[src/rtl/int_ctrl_pkg.sv]
// Shared constants for the machine-mode trap sequencer: opcodes, trap causes,
// CSR addresses, FSM state encoding and the mstatus rewrite helpers.
package int_ctrl_pkg;

   localparam int REG_BUS       = 32;
   localparam int DATA_ADDR_BUS = 32;

   localparam logic [REG_BUS-1:0] INST_ECALL  = 32'h0000_0073;
   localparam logic [REG_BUS-1:0] INST_EBREAK = 32'h0010_0073;
   localparam logic [REG_BUS-1:0] INST_MRET   = 32'h3020_0073;

   localparam logic [REG_BUS-1:0] CAUSE_ECALL     = 32'h0000_000B;
   localparam logic [REG_BUS-1:0] CAUSE_EBREAK    = 32'h0000_0003;
   localparam logic [REG_BUS-1:0] CAUSE_IRQ_EXT   = 32'h8000_000B;
   localparam logic [REG_BUS-1:0] CAUSE_IRQ_TIMER = 32'h8000_0007;

   localparam logic [DATA_ADDR_BUS-1:0] CSR_MSTATUS = 32'h0000_0300;
   localparam logic [DATA_ADDR_BUS-1:0] CSR_MEPC    = 32'h0000_0341;
   localparam logic [DATA_ADDR_BUS-1:0] CSR_MCAUSE  = 32'h0000_0342;

   typedef enum logic [2:0] {
      IDLE      = 3'd0,
      W_MEPC    = 3'd1,
      W_MSTATUS = 3'd2,
      W_MCAUSE  = 3'd3,
      MRET_ST   = 3'd4,
      ASSERT    = 3'd5
   } state_e;

   // Trap entry: MPIE <= MIE, MIE <= 0.
   function automatic logic [REG_BUS-1:0] trap_mstatus(input logic [REG_BUS-1:0] m);
      logic [REG_BUS-1:0] r;
      r    = m;
      r[7] = m[3];
      r[3] = 1'b0;
      return r;
   endfunction

   // Trap return: MIE <= MPIE, MPIE <= 1.
   function automatic logic [REG_BUS-1:0] mret_mstatus(input logic [REG_BUS-1:0] m);
      logic [REG_BUS-1:0] r;
      r    = m;
      r[3] = m[7];
      r[7] = 1'b1;
      return r;
   endfunction

endpackage

[src/rtl/int_ctrl.sv]
// Machine-mode trap sequencer: detects ecall/ebreak/mret/irqs, stalls the pipe,
// writes mepc/mstatus/mcause one per cycle and emits a one-cycle redirect.
module int_ctrl
   import int_ctrl_pkg::*;
(
   input  logic                     clk,
   input  logic                     rst,
   input  logic [REG_BUS-1:0]       inst_i,
   input  logic [DATA_ADDR_BUS-1:0] inst_addr_i,
   input  logic                     jump_flag_i,
   input  logic [DATA_ADDR_BUS-1:0] jump_addr_i,
   input  logic                     irq_ext_i,
   input  logic                     irq_timer_i,
   input  logic                     global_int_en_i,
   input  logic [REG_BUS-1:0]       csr_mtvec_i,
   input  logic [REG_BUS-1:0]       csr_mepc_i,
   input  logic [REG_BUS-1:0]       csr_mstatus_i,
   output logic                     csr_we_o,
   output logic [DATA_ADDR_BUS-1:0] csr_waddr_o,
   output logic [DATA_ADDR_BUS-1:0] csr_raddr_o,
   output logic [REG_BUS-1:0]       csr_wdata_o,
   output logic                     hold_flag_o,
   output logic                     int_assert_o,
   output logic [DATA_ADDR_BUS-1:0] int_addr_o
);

   state_e                   state_q;
   logic [REG_BUS-1:0]       cause_q;
   logic [DATA_ADDR_BUS-1:0] epc_q;
   logic [REG_BUS-1:0]       mstatus_q;
   logic                     mret_q;
   logic                     csr_we_q;
   logic [DATA_ADDR_BUS-1:0] csr_waddr_q;
   logic [REG_BUS-1:0]       csr_wdata_q;
   logic                     assert_q;

   logic                     trap_det;
   logic                     mret_det;
   logic [REG_BUS-1:0]       cause_d;
   logic [DATA_ADDR_BUS-1:0] epc_d;
   logic                     detect;

   always_comb begin
      trap_det = 1'b0;
      mret_det = 1'b0;
      cause_d  = '0;
      epc_d    = '0;
      if (inst_i == INST_ECALL) begin
         trap_det = 1'b1;
         cause_d  = CAUSE_ECALL;
         epc_d    = inst_addr_i;
      end else if (inst_i == INST_EBREAK) begin
         trap_det = 1'b1;
         cause_d  = CAUSE_EBREAK;
         epc_d    = inst_addr_i;
      end else if (inst_i == INST_MRET) begin
         mret_det = 1'b1;
      end else if (global_int_en_i && (irq_ext_i || irq_timer_i)) begin
         // An interrupt must resume at the branch target if ex is redirecting.
         trap_det = 1'b1;
         cause_d  = irq_ext_i ? CAUSE_IRQ_EXT : CAUSE_IRQ_TIMER;
         epc_d    = jump_flag_i ? jump_addr_i : inst_addr_i;
      end
   end

   assign detect = (state_q == IDLE) && (trap_det || mret_det);

   always_ff @(posedge clk or negedge rst) begin
      if (!rst) begin
         state_q     <= IDLE;
         cause_q     <= '0;
         epc_q       <= '0;
         mstatus_q   <= '0;
         mret_q      <= 1'b0;
         csr_we_q    <= 1'b0;
         csr_waddr_q <= '0;
         csr_wdata_q <= '0;
         assert_q    <= 1'b0;
      end else begin
         case (state_q)
            IDLE: begin
               if (trap_det) begin
                  state_q     <= W_MEPC;
                  cause_q     <= cause_d;
                  epc_q       <= epc_d;
                  mstatus_q   <= csr_mstatus_i;
                  mret_q      <= 1'b0;
                  csr_we_q    <= 1'b1;
                  csr_waddr_q <= CSR_MEPC;
                  csr_wdata_q <= epc_d;
               end else if (mret_det) begin
                  state_q     <= MRET_ST;
                  mstatus_q   <= csr_mstatus_i;
                  mret_q      <= 1'b1;
                  csr_we_q    <= 1'b1;
                  csr_waddr_q <= CSR_MSTATUS;
                  csr_wdata_q <= mret_mstatus(csr_mstatus_i);
               end
            end
            W_MEPC: begin
               state_q     <= W_MSTATUS;
               csr_waddr_q <= CSR_MSTATUS;
               csr_wdata_q <= trap_mstatus(mstatus_q);
            end
            W_MSTATUS: begin
               state_q     <= W_MCAUSE;
               csr_waddr_q <= CSR_MCAUSE;
               csr_wdata_q <= cause_q;
            end
            W_MCAUSE, MRET_ST: begin
               state_q     <= ASSERT;
               csr_we_q    <= 1'b0;
               csr_waddr_q <= '0;
               csr_wdata_q <= '0;
               assert_q    <= 1'b1;
            end
            ASSERT: begin
               state_q  <= IDLE;
               assert_q <= 1'b0;
            end
            default: begin
               state_q     <= IDLE;
               csr_we_q    <= 1'b0;
               csr_waddr_q <= '0;
               csr_wdata_q <= '0;
               assert_q    <= 1'b0;
            end
         endcase
      end
   end

   assign csr_we_o     = csr_we_q;
   assign csr_waddr_o  = csr_waddr_q;
   assign csr_wdata_o  = csr_wdata_q;
   assign csr_raddr_o  = CSR_MSTATUS;
   // The detect term is gated by rst so hold drops the instant reset asserts.
   assign hold_flag_o  = rst && ((state_q != IDLE) || detect);
   assign int_assert_o = assert_q;
   // Redirect target is read live so a write earlier in the sequence is seen.
   assign int_addr_o   = assert_q ? (mret_q ? csr_mepc_i : csr_mtvec_i) : '0;

endmodule

[config.mk]
export PLATFORM = sky130hd
export DESIGN_NAME = int_ctrl
export DESIGN_NICKNAME = d
export VERILOG_FILES = /design/src/rtl/int_ctrl_pkg.sv /design/src/rtl/int_ctrl.sv
export SDC_FILE = /design/constraint.sdc
export NUM_CORES = 1
export LEC_CHECK = 0
export CORE_MARGIN = 10
export CORE_UTILIZATION = 40
export CTS_CLUSTER_DIAMETER = 120
export DETAILED_ROUTE_END_ITERATION = 6
export PLACE_DENSITY = 0.84
export SYNTH_ARGS = -nofsm -noshare
export SYNTH_HDL_FRONTEND = slang
export SYNTH_SLANG_ARGS = --single-unit
[constraint.sdc]
create_clock -name clk -period 4.1 [get_ports clk]
set_input_delay 0.615 -clock clk [delete_from_list [all_inputs] [get_ports clk]]
set_output_delay 0.615 -clock clk [all_outputs]
set_load 0.005 [all_outputs]
=== After elaboration in Yosys (flattened, before gate mapping) ===
Cells that the tools add are included.

* Shift operators: 0
* Order comparisons: 0
* $add $sub $neg: 0
* Reductions and logical operators: 16
* Eq/ne operators: 9
* Bitwise logic cells: 2
* Divide/modulo/power cells: 0
* Multipliers: 0
* Muxes and demuxes: 35

{| class="wikitable"
|+ Operators with widths
! operator !! number
|-
| $mux 32 || 17
|-
| $pmux 32 s4 || 2
|-
| $eq 32x21->1 const B || 1
|-
| $eq 32x30->1 const B || 1
|-
| $eq 32x7->1 const B || 1
|-
| $pmux 3 s4 || 1
|-
| $mux 1 || 10
|-
| $reduce_and 2->1 || 4
|-
| $eq 3x2->1 const B || 2
|-
| $eq 3x3->1 const B || 2
|-
| $mux 3 || 2
|-
| $reduce_or 3->1 || 2
|-
| $mux 4 || 1
|-
| $pmux 1 s2 || 2
|-
| $eq 3x1->1 const B || 1
|-
| $logic_and 1x1->1 || 3
|-
| $logic_not 3->1 || 1
|-
| $logic_or 1x1->1 || 3
|-
| $ne 3x3->1 const B || 1
|-
| $reduce_bool 3->1 || 1
|-
| $not 1->1 || 2
|-
| $reduce_bool 2->1 || 1
|-
| $reduce_or 2->1 || 1
|}

* Bits in latches: 0
* Logic and storage cells: 70
* Register bits after elaboration: 134
* Bits in read-only memories: 0
* Memories: 0
* RAM bits: 0

=== Depth between registers and ports, before layout ===
Gate-level depths: netlist of run 1.

* Word-level depth: 10
* Mapped depth: 7
* Gate-level depth less buffers: 5

=== Worst setup path before layout of run 1 ===
OpenSTA, ideal clock, no wires.

* Path kind: input to output
* From: in inst_i[17]
* To: out hold_flag_o
* Data arrival time: 2.126 ns
* Setup slack: 1.359 ns
* Stages: 6
* Cell sequence: or4_4 a211o_1 o31a_1 buf_2 clkbuf_1 nor2b_1

* Word-level cells in the longest chain between the ends: 8
* Elaborated cells between the ends (all ways): 13
* Classes of those cells: eq/ne: 3; mux: 6; reduce/logical: 4

{| class="wikitable"
|+ Ends and longest elaborated chain
! what !! RTL line !! text
|-
| start, declared || int_ctrl.sv:8 || <nowiki>input logic [REG_BUS-1:0] inst_i,</nowiki>
|-
| $eq 32x30->1 || int_ctrl.sv:56 || <nowiki>end else if (inst_i == INST_MRET) begin</nowiki>
|-
| $mux 1 || int_ctrl.sv:56 ||
|-
| $mux 1 || int_ctrl.sv:52 || <nowiki>end else if (inst_i == INST_EBREAK) begin</nowiki>
|-
| $mux 1 || int_ctrl.sv:48 || <nowiki>if (inst_i == INST_ECALL) begin</nowiki>
|-
| $logic_or 1x1->1 * || int_ctrl.sv:66 || <nowiki>assign detect = (state_q == IDLE) && (trap_det || mret_det);</nowiki>
|-
| $logic_and 1x1->1 * || int_ctrl.sv:66 ||
|-
| $logic_or 1x1->1 * || int_ctrl.sv:137 || <nowiki>assign hold_flag_o = rst && ((state_q != IDLE) || detect);</nowiki>
|-
| $logic_and 1x1->1 * || int_ctrl.sv:137 ||
|-
| end, declared || int_ctrl.sv:22 || <nowiki>output logic hold_flag_o,</nowiki>
|}

Every way passes the cells marked *; elsewhere a longest branch is shown, timed or not.

=== Worst setup path in the final report of run 1 ===
Same ends and word-level chain as after synthesis.

==> metrics.cfg, run 1 <==
[outcome]
status=finished clean

[setup_path]
crit_type=in2out
critPathLaunchType=primary input
critPathBufInv=2
cp.arrival_ps=2970
max_stage_delay_ps=590
crit_chain=clkdlybuf4s50_1 -> or4_4 -> a211o_1 -> o31a_1 -> nor2b_1 -> clkdlybuf4s50_1
reg2reg_depth=6
worst_path_max_delay_cell=clkdlybuf4s50_1
worst_ep_required_time_ps=3480
cp_common_cell=clkdlybuf4s50_1
end_kind=output port
crit-reg2reg-launch=state_q[2]
rr_endpoint=csr_wdata_o[4]
regToRegSetupSlack_ps=880
cp_top_family=buffers and inverters
startpoint=inst_i[17]
critPathMaxFanout=3

[clocking]
clk_pin_slew_ps=50
cts_buffer_depth=2
h-tree-depth=3
postCtsSetupBuffers=0
cts_buffers=9
clock_latency_ps=330
cts_resized=0
cts.sinks=77
cts-root-buf=clkbuf_16
ctsHoldBuffers=0
tritoncts=done

[layout]
drive_gt1_share_pct=8.333
syn_to_final_growth_pct=53.47
final_cell_mix=clkdlybuf4s50_1, dfrtp_1, mux2i_1
final_common_cell=clkdlybuf4s50_1
nets=950
n_fill_cell=978
final_core_util_pct=63.00
multi_input_area_sq_mm=0.002815
ff_latch_area_sq_mm=0.001928
diodes=0
layout.cells.non_filler=928

[synthesis]
synth_warnings=0
synth_top_area_share_pct=36.90
syn_avg_cell_area_sq_um=10.28
ys_top_cells_by_area=dfrtp_1, mux2i_1, buf_4, mux2_2, o221ai_1
synth_ff_type=dfrtp_1
async_flop_share_pct=100.0
synth_area_sq_mm=0.005223
postSynthCellCount=508
yosysSeqAreaShare_pct=36.90
synth_top_area_cell=dfrtp_1
ys_types=48
synth-seq-cells=77
synth-edff-count=0

[timing]
fin_crit_sh_pct=87.49
fin_skew_ps=5.462
worstMarginPinSlew_ps=1234
min_period_ps=3587
max-slew-margin-rel_pct=17.37
rsz0062_at_grt=no
hold_viol=0
setup_viol=0
drv_slew=0
setup_ws_ps=513.1
finalSetupTns_ps=0
fmax_mhz=278.8

[route]
first_pass_iters=4
drc=0
wire_per_inst_um=22.56
drt_iter0_markers=322
avgViaCountPerCell=5.357
vias=4971
postRouteAntennaNets=0
routed_wl_um=20930

[grt]
overflow=0
grt_max_degree=78
grt_use_total_pct=21.85
grt_pass1_vias=5377
antenna_found_initial=0
grt_pass1_wl_um=31100

[floorplanning]
start_util_pct=41.05
core_sq_mm=0.01272
ios=329
dieArea_sq_mm=0.01803
num_rows=41
die_h_um=134.3
die_x_um=134.3

[run]
maxCapViolCount=0

[placement]
dpl.cell_count=913
gp_congestion=0.8925
dpl_worst_slack_ps=470.3
place_hpwl_um=16310
portBuffers=269

[worst_hold_path]
holdCritStartpoint=mstatus_q[25]
min_path_type=reg2reg
min_to=mstatus_q[25]
hold_depth=1

[power]
cellLeakagePower_nw=3.158
p_per_area_mw_per_mm2=530.2
irDropWorstVdd_uv=329.6

## per-layer routing
metal / part of all wire, % / track usage (%)
met1: 35 / 22.55
met2: 51 / 38.74
met3: 10 / 8.439
met4: 3.5 / 8.948
met5: 0 / 0
## registers in the layout, indices dropped and copies added, names as in the netlist
name	cells
csr_we_o	1
csr_waddr_o	4
int_assert_o	1
mret_q	1
csr_wdata_o	32
mstatus_q	31
cause_q	4
state_q	3
## cell families (layout without fill, tap and decap cells)
kind of cell	count (synthesis)	after routing	share of synthesized area (%)
muxes	94	94	18.76
AOI/OAI and AO/OA	128	128	18.28
DFF	77	77	36.90
and+or+nand+nor	104	104	12.24
other	2	59	0.1438
buffers and inverters	103	294	13.68
## per-stage QoR
step / hold WS [ps] / total power [mW] / cell area [sq um]
floorplan: 319.4 / 2.480 / 5436
global placement: 450.2 / 3.369 / 7724
detailed placement: 472.6 / 3.465 / 7724
CTS: 487.2 / 4.265 / 8015
global route: 496.7 / 4.472 / 8015
finish: 487.2 / 4.250 / 8015
## Yosys cell counts, types with 4 or more instances
cell / n
a32oi_1: 27
buf_8: 4
a41oi_1: 4
o21ai_0: 37
or4_4: 4
buf_2: 10
and2_1: 28
buf_6: 6
buf_4: 60
nor2_1: 10
a21oi_1: 4
nor2b_1: 37
dfrtp_1: 77
mux2_2: 25
o221ai_1: 32
mux2i_1: 63
nand2_1: 7
mux2_1: 6
clkbuf_1: 23
## report_power, final
| group | total, mW | switching, mW | internal (mW) |
|---|---|---|---|
| clock | 0.788 | 0.305 | 0.484 |
| sequential | 1.34 | 0.249 | 1.09 |
| combinational | 2.12 | 0.952 | 1.17 |
| total | 4.25 | 1.51 | 2.74 |
## worst max-delay path by stage
| stage | to | slack (ps) | cells past startpoint |
|---|---|---|---|
| 3_5_place_dp | hold_flag_o | 470 | 6 |
| 2_1_floorplan | hold_flag_o | 1360 | 6 |
| 5_1_grt | hold_flag_o | 430 | 6 |
| 6_report | hold_flag_o | 510 | 6 |
| 3_3_place_gp | hold_flag_o | 450 | 6 |
| 4_1_cts | hold_flag_o | 470 | 6 |
## final cells by class
class | count | share of cell area, %
Tap cell | 172 | 2.685
Clock inverter | 4 | 0.6088
Clock buffer | 11 | 3.028
Multi-Input combinational cell | 385 | 35.12
Sequential cell | 77 | 24.06
Timing Repair Buffer | 279 | 34.50
Power figures use the tool's default switching activity.
==> run 2: changes to the inputs <==
==> constraint.sdc (replaced) <==
create_clock -name clk -period 4.1 [get_ports clk]
set_input_delay 0.615 -clock clk [delete_from_list [all_inputs] [get_ports clk]]
set_output_delay 0.615 -clock clk [all_outputs]
set_load 0.1 [all_outputs]
==> run 2 against run 1 <==
Flip-flop and latch count stayed put. Fmax is 1.1% lower. Sequential power hardly changed. Via count is 1.4% higher. Design area hardly changed. Global-route usage is 0.20 points higher. Cell count is 0.11% higher. Worst setup slack worse by 39 ps. Die area stayed put. Clock power is 21% higher. Clock skew is 1.9 ps lower. Routed wire length is 0.77% lower. Critical path type unchanged.
==> metrics.cfg, run 2 (synthesis gave the netlist of run 1 again) <==
[clocking]
cts-root-buf=clkbuf_16
cts.sinks=77  ; unchanged
clock_latency_ps=340  ; about the same
clk_pin_slew_ps=50  ; about the same
tritoncts=done
h-tree-depth=3  ; unchanged
cts_buffers=9  ; unchanged
ctsHoldBuffers=0  ; unchanged
cts_resized=0  ; unchanged
postCtsSetupBuffers=0  ; unchanged
cts_buffer_depth=2  ; unchanged

[grt]
grt_pass1_vias=5483  ; +2.0%
grt_max_degree=74  ; -5.1%
grt_use_total_pct=22.05  ; +0.20 points
antenna_found_initial=1  ; +1
overflow=0  ; unchanged
grt_pass1_wl_um=31570  ; +1.5%

[run]
maxCapViolCount=0  ; unchanged

[route]
first_pass_iters=5  ; +1
routed_wl_um=20770  ; -0.77%
drt_iter0_markers=358  ; +11%
vias=5040  ; +1.4%
postRouteAntennaNets=0  ; unchanged
wire_per_inst_um=22.36  ; -0.88%
drc=0  ; unchanged
avgViaCountPerCell=5.425  ; +1.3%

[timing]
worstMarginPinSlew_ps=1226  ; -7.583 ps
min_period_ps=3626  ; +39.23 ps
hold-worst-slack_ps=74.26  ; -413.0 ps
drv_slew=0  ; unchanged
hold_viol=0  ; unchanged
setup_viol=0  ; unchanged
finalSetupTns_ps=0  ; unchanged
fmax_mhz=275.8  ; -1.1%
fin_skew_ps=3.514  ; -1.948 ps
max-slew-margin-rel_pct=17.88  ; +0.51 points
fin_crit_sh_pct=88.44  ; +0.96 points
rsz0062_at_grt=no

[floorplanning]
die_h_um=134.3  ; unchanged
die_x_um=134.3  ; unchanged
core_sq_mm=0.01272  ; unchanged
dieArea_sq_mm=0.01803  ; unchanged
ios=329  ; unchanged
num_rows=41  ; unchanged
start_util_pct=41.05  ; unchanged

[setup_path]
crit_type=in2out
reg2reg_depth=5  ; -1
crit-reg2reg-launch=state_q[2]
worst_ep_required_time_ps=3480  ; about the same
cp.arrival_ps=3010  ; +40 ps
critPathMaxFanout=22  ; +19
critPathLaunchType=primary input
end_kind=output port
rr_endpoint=csr_wdata_o[16]
regToRegSetupSlack_ps=670  ; -210 ps

[worst_hold_path]
min_path_type=in2async

[outcome]
status=finished clean

[placement]
gp_congestion=0.8816  ; -1.2%
placed_area_sq_mm=0.007654  ; -0.91%
portBuffers=269  ; unchanged
dpl.cell_count=913  ; unchanged
place_hpwl_um=16320  ; about the same

[layout]
final_common_cell=clkdlybuf4s50_1
drive_gt1_share_pct=12.81  ; +4.5 points
final_cell_mix=clkdlybuf4s50_1, dfrtp_1, mux2i_1
layout.cells.non_filler=929  ; +0.11%
syn_to_final_growth_pct=53.45  ; about the same
n_fill_cell=1005  ; +2.8%
diodes=0  ; unchanged
nets=950  ; unchanged
stdcell_area_sq_mm=0.008014  ; about the same
final_core_util_pct=62.99  ; about the same
largest_register_ffs=32  ; unchanged

[power]
p_per_area_mw_per_mm2=783.1  ; +48%
irDropWorstVdd_uv=601.8  ; +83%
cellLeakagePower_nw=3.241  ; +2.6%

==> run 2: cell count changes in the layout (fill, tap and decap cells not counted), moves of 2 or more <==
| cell | delta |
|---|---|
| clkinv_2 | -2 |
| clkbuf_8 | +2 |
| buf_4 | +32 |
| bufinv_16 | +2 |
| clkdlybuf4s50_1 | -33 |
==> run 2: how the worst max path moves through the flow <==
stage                    start               to  slack (ps)
floorplan           inst_i[17]      hold_flag_o         140
global placement     inst_i[3]  csr_wdata_o[18]         470
detailed placement   inst_i[3]  csr_wdata_o[12]         340
CTS                 inst_i[17]      hold_flag_o         490
global route        inst_i[17]      hold_flag_o         410
finish              inst_i[17]      hold_flag_o         470
==> run 2: cell type report <==
cell class	instances	area [sq um]	area share, %
clock buffer	13	270.3	3.372
clock inverter	3	90.09	1.124
multi-input combinational	385	2815	35.13
sequential	77	1928	24.06
tap	172	215.2	2.685
timing repair buffer	279	2695	33.63
==> run 2: routing by layer <==
layer  GRT usage [%]  routed length, um  vias to the layer above  part of all wire (%)
met3           8.103               1912                       30                   9.2
li1                -                  -                     2266                     -
met1           22.90               7465                     2444                    36
met4           5.562                404                        0                   1.9
met5               0                  0                        -                     0
met2           40.79              10990                      300                    53
==> run 2: critical path, stage by stage <==
cell and delay, ps:
clkdlybuf4s50_1 410, or4_4 550, a211o_1 290, o31a_1 550
nor2b_1 370, buf_12 220
==> run 2: report_power, final <==
group | switching, mW | internal (mW)
Sequential | 0.253 | 1.09
Clock | 0.310 | 0.645
Combinational | 2.84 | 1.14
==> run 2: metrics by stage <==
stage | total power [mW] | worst slack (ps)
floorplan | 4.359 | 142.8
global placement | 5.235 | 467.9
detailed placement | 5.320 | 343.3
CTS | 6.284 | 489.6
global route | 6.527 | 410.7
finish | 6.276 | 473.8
==> run 3: changes to the inputs <==
--- a/config.mk
+++ b/config.mk
@@ -9,6 +9,7 @@
 export CORE_UTILIZATION = 40
 export CTS_CLUSTER_DIAMETER = 120
 export DETAILED_ROUTE_END_ITERATION = 6
+export GPL_TIMING_DRIVEN = 0
 export PLACE_DENSITY = 0.84
 export SYNTH_ARGS = -nofsm -noshare
 export SYNTH_HDL_FRONTEND = slang
==> run 3 against run 2 <==
Hold slack improved by 2.2 ps. Design area rose by 8.4%. First-iteration DRC count shrank 17%. Highest routed layer unchanged. Global-route usage up 1.3 points. Register-to-register slack better by 710 ps. Worst setup slack got worse by 320 ps. Clock power decreased by 12%. Cell count grew 10%. Clock skew is 1.5 ps higher. Sequential share of layout area down 1.9 points. Utilization increased by 5.3 points.
==> metrics.cfg, run 3 (synthesis gave the netlist of run 1 again) <==
[outcome]
status=finished clean

[layout]
drive_gt1_share_pct=15.51  ; +2.7 points
final_common_cell=clkdlybuf4s50_1
stdcell_area_sq_mm=0.008686  ; +8.4%
layout.cells.non_filler=1024  ; +10%
syn_to_final_growth_pct=66.32
nets=1045  ; +10%
largest_register_ffs=32  ; unchanged
final_cell_mix=clkdlybuf4s50_1, dfrtp_1, mux2i_1

[clocking]
clk_pin_slew_ps=60  ; about the same
tritoncts=done
cts_buffers=9  ; unchanged
clock_latency_ps=330  ; about the same
cts_buffer_depth=2  ; unchanged
cts.sinks=77  ; unchanged
cts-root-buf=clkbuf_16
h-tree-depth=3  ; unchanged

[timing]
setup_viol=0  ; unchanged
fin_skew_ps=4.982  ; +1.468 ps
setup_ws_ps=158.5  ; -315.3 ps
rsz0062_at_grt=no
hold-worst-slack_ps=76.45  ; +2.191 ps
min_period_ps=3942  ; +315.3 ps
drv_slew=0  ; unchanged
fmax_mhz=253.7  ; -8.0%
fin_crit_sh_pct=96.13  ; +7.7 points
hold_viol=0  ; unchanged
worstMarginPinSlew_ps=1085  ; -141.0 ps
max-slew-margin-rel_pct=27.09  ; +9.2 points

[setup_path]
reg2reg_depth=6  ; +1
crit-reg2reg-launch=state_q[0]
critPathMaxFanout=10  ; -55%
critPathBufInv=4  ; +2
cp.arrival_ps=3330  ; +320 ps
critPathLaunchType=primary input
worst_path_max_delay_cell=or4_1
worst_ep_required_time_ps=3480  ; about the same
cp_top_family=buffers and inverters
max_stage_delay_ps=570  ; +20 ps
regToRegSetupSlack_ps=1380  ; +710 ps
crit_chain=clkdlybuf4s50_1 -> or4_1 -> a211o_1 -> o31a_1 -> buf_2 -> clkbuf_1 -> nor2b_1 -> clkdlybuf4s18_2
crit_type=in2out
end_kind=output port
rr_endpoint=csr_wdata_o[14]
cp.depth=8  ; +2

[grt]
grt_pass1_wl_um=33100  ; +4.9%
antenna_found_initial=1  ; unchanged
grt_max_degree=76  ; +2.7%
grt_pass1_vias=5722  ; +4.4%
overflow=0  ; unchanged
grt_use_total_pct=23.34  ; +1.3 points

[power]
p_per_area_mw_per_mm2=729.2  ; -6.9%
irDropWorstVdd_uv=509.7  ; -15%
cellLeakagePower_nw=3.591  ; +11%

[placement]
portBuffers=269  ; unchanged
dpl_worst_slack_ps=-512.7  ; -856.0 ps
placed_area_sq_mm=0.008369  ; +9.4%
dpl.cell_count=1007  ; +10%
place_hpwl_um=18040  ; +10%
gp_congestion=0.8697  ; -1.3%

[route]
postRouteAntennaNets=0  ; unchanged
wire_per_inst_um=21.36  ; -4.5%
drt_iter0_markers=297  ; -17%
vias=5281  ; +4.8%
first_pass_iters=5  ; unchanged
drc=0  ; unchanged
routed_wl_um=21870  ; +5.3%
avgViaCountPerCell=5.157  ; -4.9%

[worst_hold_path]
min_path_type=in2async

[floorplanning]
ios=329  ; unchanged
dieArea_sq_mm=0.01803  ; unchanged
die_x_um=134.3  ; unchanged
die_h_um=134.3  ; unchanged
start_util_pct=41.05  ; unchanged
core_sq_mm=0.01272  ; unchanged
num_rows=41  ; unchanged

[run]
maxCapViolCount=0  ; unchanged

==> run 3: cell types whose count changed in the layout (fill, tap and decap cells not counted), sizes merged <==
cell           delta
clkdlybuf4s50    +32
clkbuf           +21
clkinv            +2
clkdlybuf4s18     +1
buf              +39
bufinv            -1
diode             +1
==> run 3: layout make-up <==
cell class | instances | area [sq um]
Fill cell | 988 | 4036
Multi-Input combinational cell | 385 | 2795
Timing Repair Buffer | 271 | 2725
Sequential cell | 77 | 1927
Buffer | 103 | 714.4
Clock buffer | 11 | 232.7
Tap cell | 172 | 215.2
Clock inverter | 4 | 73.82
Antenna cell | 1 | 2.502
==> run 3: stage by stage <==
step           setup TNS (ps)  utilization, %  power [mW]
2_1_floorplan               0               -       4.359
3_3_place_gp           -18900           65.59       5.382
3_5_place_dp           -512.7           65.78       5.475
4_1_cts                     0           68.20       6.335
5_1_grt                     0           68.27       6.592
6_report                    0           68.27       6.333
==> run 3: routing by layer <==
metal  track usage (%)  share of wire, %  vias to the layer above
met1             23.51                34                     2502
met3             8.887                10                       28
met2             43.56                53                      298
met5                 0                 0                        -
li1                  -                 -                     2453
met4             6.530               2.3                        0
==> run 3: worst max-delay path by stage <==
stage	startpoint	to	slack (ps)
global placement	rst	hold_flag_o	-1570
detailed placement	inst_i[10]	hold_flag_o	-510
finish	inst_i[18]	hold_flag_o	160
CTS	inst_i[10]	hold_flag_o	60
floorplan	inst_i[17]	hold_flag_o	140
global route	inst_i[18]	hold_flag_o	60
==> run 3: what timing repair did <==
item / 4_1_cts / 5_1_grt
gates cloned: 0 / 0
hold buffers: 0 / 0
gates resized for setup: 3 / 1
pin swaps: 0 / 1
endpoints found under the setup margin: 1 / 1
buffers inserted: 0 / 1
==> run 3: worst reg2reg max path: stages, from the launching register on <==
cell	delay (ps)
dfrtp_1	380
clkbuf_1	220
nor3_1	920
clkbuf_1	450
o21ai_2	270
buf_6	220
o221ai_1	180
==> run 3: power by group <==
part	leakage (nW)	internal, mW	switching, mW
registers	0.951	1.09	0.189
logic	2.49	1.26	2.95
clock network	0.150	0.530	0.313
